[config.mk]
export PLATFORM = sky130hd
export DESIGN_NAME = bk_status_mux_n
export DESIGN_NICKNAME = d
export VERILOG_FILES = /design/src/rtl/bk_status_pkg.sv /design/src/rtl/bkt_wr_decode.sv /design/src/rtl/bk_status_mux_n.sv
export SDC_FILE = /design/constraint.sdc
export NUM_CORES = 1
export LEC_CHECK = 0
export ABC_AREA = 1
export CELL_PAD_IN_SITES_DETAIL_PLACEMENT = 0
export CELL_PAD_IN_SITES_GLOBAL_PLACEMENT = 2
export CORE_MARGIN = 2
export CORE_UTILIZATION = 25
export CTS_BUF_LIST = sky130_fd_sc_hd__clkbuf_8
export DETAILED_ROUTE_END_ITERATION = 7
export PLACE_DENSITY_LB_ADDON = 0.1
export SETUP_SLACK_MARGIN = 0.2
export SYNTH_ARGS = -nofsm -noshare
export SYNTH_HDL_FRONTEND = slang
export SYNTH_HIERARCHICAL = 1
export SYNTH_SLANG_ARGS = --single-unit
export TNS_END_PERCENT = 5
[constraint.sdc]
create_clock -name clk -period 4.65 [get_ports clk]
set_input_delay 1.1625 -clock clk [delete_from_list [all_inputs] [get_ports clk]]
set_output_delay 1.1625 -clock clk [all_outputs]
set_load 0.03 [all_outputs]
[src/rtl/bk_status_pkg.sv]
// Shared definitions for the BKT status multiplexer: register map, mode
// encodings and configuration reset values.
package bk_status_pkg;

    localparam int NUM_REGS  = 5;
    localparam int OFS_DESR  = 0;
    localparam int OFS_SEL   = 1;
    localparam int OFS_MODE  = 2;
    localparam int OFS_DWELL = 3;

    localparam int DWELL_RST = 1;

    typedef enum logic [1:0] {
        MODE_STATIC = 2'd0,
        MODE_SCAN   = 2'd1,
        MODE_FREEZE = 2'd2
    } mode_e;

    // The unused encoding 3 falls back to STATIC.
    function automatic mode_e decode_mode(input logic [1:0] raw);
        case (raw)
            2'd1:    return MODE_SCAN;
            2'd2:    return MODE_FREEZE;
            default: return MODE_STATIC;
        endcase
    endfunction

endpackage

[src/rtl/bkt_wr_decode.sv]
// BKT slave write front end: rising-edge detect on the level write strobe and
// one-hot match of the register index against a contiguous register window.
module bkt_wr_decode #(
    parameter int BASE  = 0,
    parameter int N_REG = 5
) (
    input  logic             clk,
    input  logic             rst,
    input  logic             bkt_ready_i,
    input  logic [31:0]      bkt_index_i,
    output logic             wr_pulse,
    output logic [N_REG-1:0] wr_hit
);

    logic z1;
    logic z2;

    // NOTE: clocked state uses non-blocking assignments so every register
    // samples the pre-edge value of its neighbours, whatever the statement order.
    always_ff @(posedge clk or posedge rst) begin
        if (rst) begin
            z1 <= 1'b0;
            z2 <= 1'b0;
        end else begin
            z1 <= bkt_ready_i;
            z2 <= z1;
        end
    end

    // A strobe held high for many cycles still yields a single write.
    assign wr_pulse = z1 & ~z2;

    // NOTE: the output is defaulted before the loop so no path leaves it
    // unassigned, which would otherwise infer a latch.
    always_comb begin
        wr_hit = '0;
        for (int i = 0; i < N_REG; i++) begin
            if (wr_pulse && (bkt_index_i == 32'(BASE + i))) begin
                wr_hit[i] = 1'b1;
            end
        end
    end

endmodule

[src/rtl/bk_status_mux_n.sv]
// N-channel status selector for the BKT readback path: static select, timed
// auto-scan and freeze, with a registered output and a selection-change strobe.
module bk_status_mux_n
    import bk_status_pkg::*;
#(
    parameter int BKP_BASE_INDEX = 500,
    parameter int N_CH           = 4,
    parameter int DW             = 32,
    parameter int DWELL_W        = 16,
    parameter int SEL_W          = $clog2(N_CH)
) (
    input  logic               clk,
    input  logic               rst,
    input  logic               bkt_ready_i,
    input  logic [31:0]        bkt_index_i,
    input  logic [31:0]        bkt_data_i,
    input  logic [N_CH*DW-1:0] bk_status_i,
    output logic [DW-1:0]      bk_status_o,
    output logic               bk_status_vld_o,
    output logic [SEL_W-1:0]   bk_sel_o,
    output logic [3:0]         desr_o
);

    logic                wr_pulse;
    logic [NUM_REGS-1:0] wr_hit;

    // The decoded hit and its data are registered, so configuration lands two
    // edges after bkt_ready_i is first seen high.
    logic [OFS_DWELL:0]  hit_q;
    logic [31:0]         data_q;

    logic [SEL_W-1:0]    sel_q;
    logic [SEL_W-1:0]    sel_n;
    mode_e               mode_q;
    mode_e               mode_n;
    logic [DWELL_W-1:0]  dwell_q;
    logic [DWELL_W-1:0]  dwell_n;

    logic [SEL_W-1:0]    cur_sel_q;
    logic [SEL_W-1:0]    cur_sel_n;
    logic [DWELL_W-1:0]  cnt_q;
    logic [DWELL_W-1:0]  cnt_n;
    logic                started_q;

    bkt_wr_decode #(
        .BASE  (BKP_BASE_INDEX),
        .N_REG (NUM_REGS)
    ) u_wr_decode (
        .clk         (clk),
        .rst         (rst),
        .bkt_ready_i (bkt_ready_i),
        .bkt_index_i (bkt_index_i),
        .wr_pulse    (wr_pulse),
        .wr_hit      (wr_hit)
    );

    function automatic logic [SEL_W-1:0] next_ch(input logic [SEL_W-1:0] ch);
        return (ch == SEL_W'(N_CH - 1)) ? '0 : ch + SEL_W'(1);
    endfunction

    // Configuration as it stands after any write applied on this edge.
    always_comb begin
        sel_n   = sel_q;
        mode_n  = mode_q;
        dwell_n = dwell_q;
        if (hit_q[OFS_SEL]) begin
            sel_n = (data_q >= 32'(N_CH)) ? '0 : data_q[SEL_W-1:0];
        end
        if (hit_q[OFS_MODE]) begin
            mode_n = decode_mode(data_q[1:0]);
        end
        if (hit_q[OFS_DWELL]) begin
            dwell_n = (data_q[DWELL_W-1:0] == '0) ? DWELL_W'(1) : data_q[DWELL_W-1:0];
        end
    end

    // Channel selection. A SEL write or SCAN entry outranks the terminal count.
    always_comb begin
        cur_sel_n = cur_sel_q;
        cnt_n     = cnt_q;
        case (mode_n)
            MODE_STATIC: begin
                cur_sel_n = sel_n;
                cnt_n     = '0;
            end
            MODE_SCAN: begin
                if ((mode_q != MODE_SCAN) || hit_q[OFS_SEL]) begin
                    cur_sel_n = sel_n;
                    cnt_n     = '0;
                end else if (cnt_q >= (dwell_q - DWELL_W'(1))) begin
                    cur_sel_n = next_ch(cur_sel_q);
                    cnt_n     = '0;
                end else begin
                    cnt_n = cnt_q + DWELL_W'(1);
                end
            end
            default: begin
                // FREEZE holds channel and counter.
            end
        endcase
    end

    always_ff @(posedge clk or posedge rst) begin
        if (rst) begin
            hit_q           <= '0;
            data_q          <= '0;
            desr_o          <= '0;
            sel_q           <= '0;
            mode_q          <= MODE_STATIC;
            dwell_q         <= DWELL_W'(DWELL_RST);
            cur_sel_q       <= '0;
            cnt_q           <= '0;
            started_q       <= 1'b0;
            bk_status_vld_o <= 1'b0;
            bk_status_o     <= '0;
        end else begin
            hit_q <= wr_pulse ? wr_hit[OFS_DWELL:0] : '0;
            if (|wr_hit) begin
                data_q <= bkt_data_i;
            end
            if (hit_q[OFS_DESR]) begin
                desr_o <= data_q[3:0];
            end

            sel_q     <= sel_n;
            mode_q    <= mode_n;
            dwell_q   <= dwell_n;
            cur_sel_q <= cur_sel_n;
            cnt_q     <= cnt_n;

            started_q       <= 1'b1;
            bk_status_vld_o <= !started_q || (cur_sel_n != cur_sel_q);

            // Uses the pre-edge mode, so the word seen just before FREEZE is kept.
            if (mode_q != MODE_FREEZE) begin
                bk_status_o <= bk_status_i[int'(cur_sel_q)*DW +: DW];
            end
        end
    end

    assign bk_sel_o = cur_sel_q;

endmodule

==> impl_results.md <==
- Number of synthesized flops with an enable pin: 0
- Post-DRT Antenna Nets: 0
- CP Data Arrival Time: 3.49 ns
- Leakage power: 4.47 nW
- Power Density: 236 mW/mm²
- Post-Synthesis Net Count: 1,071
- Reg2reg setup slack: 1.49 ns
- Initial antenna violation count: 0
- Gate count after technology mapping: 857
- Slew Limit Headroom: 30.4%
- Outcome: finished, final reports clean
- Placed cell area: 0.00922 mm²
- GPL Wtd Cong: 0.729
- Yosys warns: 6
- Pins Over Slew Limit: 0
- Simple-Gate Fraction of Synth Area: 26.0%
- Layout Cell Area excl Fill: 0.00962 mm²
- Area delta synth->final: 46.8%
- Die height: 166 µm
- Element type at the critical path start: flop
- Data required time of the worst path: 4.98 ns
- Num CTS Buffers: 17
- Synth Flop Type: dfrtp_1
- Num ports: 234
- Final nets: 1,293
- # fillers: 2,716
- DRT Wirelength: 20,100 µm
- CTS tree: built
- Worst IR Drop VDD: 0.117 mV
- Post-synthesis xor/xnor area fraction: 2.27%
- IO Port Bufs: 233
- Final setup margin: 1.49 ns
- Hold Worst Slack: 0.411 ns
- Share of cells above drive strength 1: 8.61%
- CP Capture Type: flop
- Sequential area share after synthesis: 43.6%
- Wire length per cell: 14.1 µm
- CP max FO: 4
- Placed Cells: 1,395
- Initial core utilization: 25.3%
- Clk sinks: 114
- Fin. Hold Viols: 0
- Max-cap viol count: 0
- Postcts setup bufs: 0
- Final Core Density: 37.1%
- Pre-CTS setup slack: 1.23 ns
- Die area: 0.0275 mm²
- Final Power: 2.27 mW
- Post-route clock period utilization: 68.0%
- Flops & latches, synth: 114
- DRC Markers: 0
- First-pass GRT wire length: 32,500 µm
- Compound-Gate Fraction of Synth Area: 13.7%
- Post-Route Setup TNS: 0 ns
- Routed vias/inst: 4.31
- Worst-Skew Late Latency: 0.45 ns
- Pin count of the biggest net entering global routing: 70
- Detailed Route Iter0 Violations: 302
- Fin cells: 1,427
- Mux share of post-synthesis cell area: 2.58%
- Core ar.: 0.0259 mm²
- Grt ovf: 0
- CTS H-tree depth: 4
- Main combinational cell family by area after synthesis: simple AND/OR/NAND/NOR gates
- GR Util All Layers: 14.8%
- Row Count: 59
- Number of global-route vias before repair: 5,973
- Post-Syn Area: 0.00655 mm²
- DR pass1 iterations: 4
- Clk_skew: 0.0162 ns
- Post-CTS sizing: 0
- Hold crit path type: flop to flop
- Netlist cell types: 48
- Die width: 166 µm
- Endpoints failing setup: 0
- Final Critical Period: 3.16 ns
- Path type of the worst setup path: flop to flop
- CTS clk-pin slew, worst paths: 0.08 ns
- DR vias: 6,154
- RSZ-0062 raised after global routing: false
- F_max: 0.316 GHz
- Ant. Diodes: 0
- Mapped Avg Cell Area: 7.64 µm²
- Post-synth ARST share: 100%
- Post-Synth Adder-Cell Area: 3.63%
- CTS hold repair buffers: 0
- Root Buffer Master: clkbuf_8
- Slew @ Worst Pin: 1.04 ns
- Clock Tree Buf Depth: 2
- Detail Placement HPWL: 14,800 µm
## flip-flops by register name, indices dropped and copies added, names as in the netlist
name and flops:
bk_status_o 32, data_q 32, cnt_q 16, dwell_q 16, desr_o 4, hit_q 4
bk_sel_o 2, mode_q 2, sel_q 2, bk_status_vld_o 1, started_q 1, u_wr_decode/z1 1
u_wr_decode/z2 1
## critical path, cell delays in order (launching register included)
cell and delay (ns):
dfrtp_1 0.43, nor2_2 0.15, nand3_2 0.11, nor4_4 0.20, nand2_2 0.11, nor2_4 0.13
nand3_2 0.10, nor3_2 0.13, xor2_1 0.16, inv_1 0.07, ha_1 0.30, a21oi_1 0.13
o21ai_0 0.13, nor2_2 0.26, nand2_1 0.11, nand2_1 0.06, nand3_1 0.07, nand2_1 0.08
nand2_1 0.06, nand2_1 0.07, nand2_1 0.05, nand2_1 0.08, nand2_1 0.05
## Yosys cell counts (15+ instances only)
library cell	count	area [µm²]
nand2_1	122	458
xor2_1	15	131
a31oi_1	31	194
mux2_2	15	169
nand3_1	15	75.1
ha_1	19	238
dfrtp_1	113	2830
clkbuf_1	25	93.8
inv_1	97	364
o21ai_0	101	505
nor2_1	209	785
a21oi_1	16	80.1
## placed cells by master, fill, tap and decap left out, types with 3 or more instances in the layout
cell type,netlist,layout
clkdlybuf4s50_1,0,233
nor2_1,209,209
nand2_1,122,121
dfrtp_1,113,112
o21ai_0,101,101
inv_1,97,96
a31oi_1,31,31
ha_1,19,19
clkbuf_8,0,17
a21oi_1,16,16
mux2_2,15,15
nand3_1,15,15
xor2_1,15,15
nand4_1,8,8
nor3_1,7,7
inv_6,0,7
nand2_2,5,6
inv_8,1,6
nor3_2,5,5
buf_4,0,5
nor2_4,4,4
inv_2,3,3
nor2_2,3,3
nand3_2,3,3
## metal layers
| metal | wire (µm) | vias up | GRT usage [%] |
|---|---|---|---|
| met5 | 0 | - | 0 |
| met4 | 255 | 0 | 4.05 |
| met3 | 1350 | 19 | 5.20 |
| met2 | 9150 | 166 | 23.4 |
| met1 | 9310 | 2768 | 19.3 |
| li1 | - | 3201 | - |
## cell families (layout without fill, tap and decap cells)
family          Yosys count  in the layout
compound gates          160            160
other cells               1              1
fa+ha+maj                19             19
xor+xnor                 17             17
buf+inv                 139            374
mux                      15             15
simple gates            392            392
flops                   114            114
## area by class of cell
type | count | area, µm² | area share, %
Tap cell | 335 | 419 | 4.36
Sequential cell | 114 | 2860 | 29.7
Multi-Input combinational cell | 604 | 3160 | 32.8
Inverter | 103 | 397 | 4.12
Clock buffer | 17 | 234 | 2.43
Timing Repair Buffer | 239 | 2390 | 24.9
Clock inverter | 15 | 163 | 1.69
## worst paths after layout
| check | from | endpoint | cells after the start |
|---|---|---|---|
| max | dwell_q[2]$_DFFE_PP0P_ | bk_status_vld_o$_DFF_PP0_ | 22 |
| min | u_wr_decode/z1$_DFF_PP0_ | u_wr_decode/z2$_DFF_PP0_ | 0 |
| max reg2reg | dwell_q[2]$_DFFE_PP0P_ | bk_status_vld_o$_DFF_PP0_ | 22 |
| min reg2reg | u_wr_decode/z1$_DFF_PP0_ | u_wr_decode/z2$_DFF_PP0_ | 0 |
| max in group asynchronous | rst | dwell_q[0]$_DFFE_PP1P_ | 3 |
| min in group asynchronous | rst | u_wr_decode/z1$_DFF_PP0_ | 2 |
## power breakdown
part           internal (mW)  total [mW]  switching, mW
combinational          0.185       0.289          0.104
clock                  0.451       0.966          0.515
sequential              1.01        1.01        0.00815
total                   1.64        2.27          0.627
No activity file was read; power rests on OpenSTA's default activity.
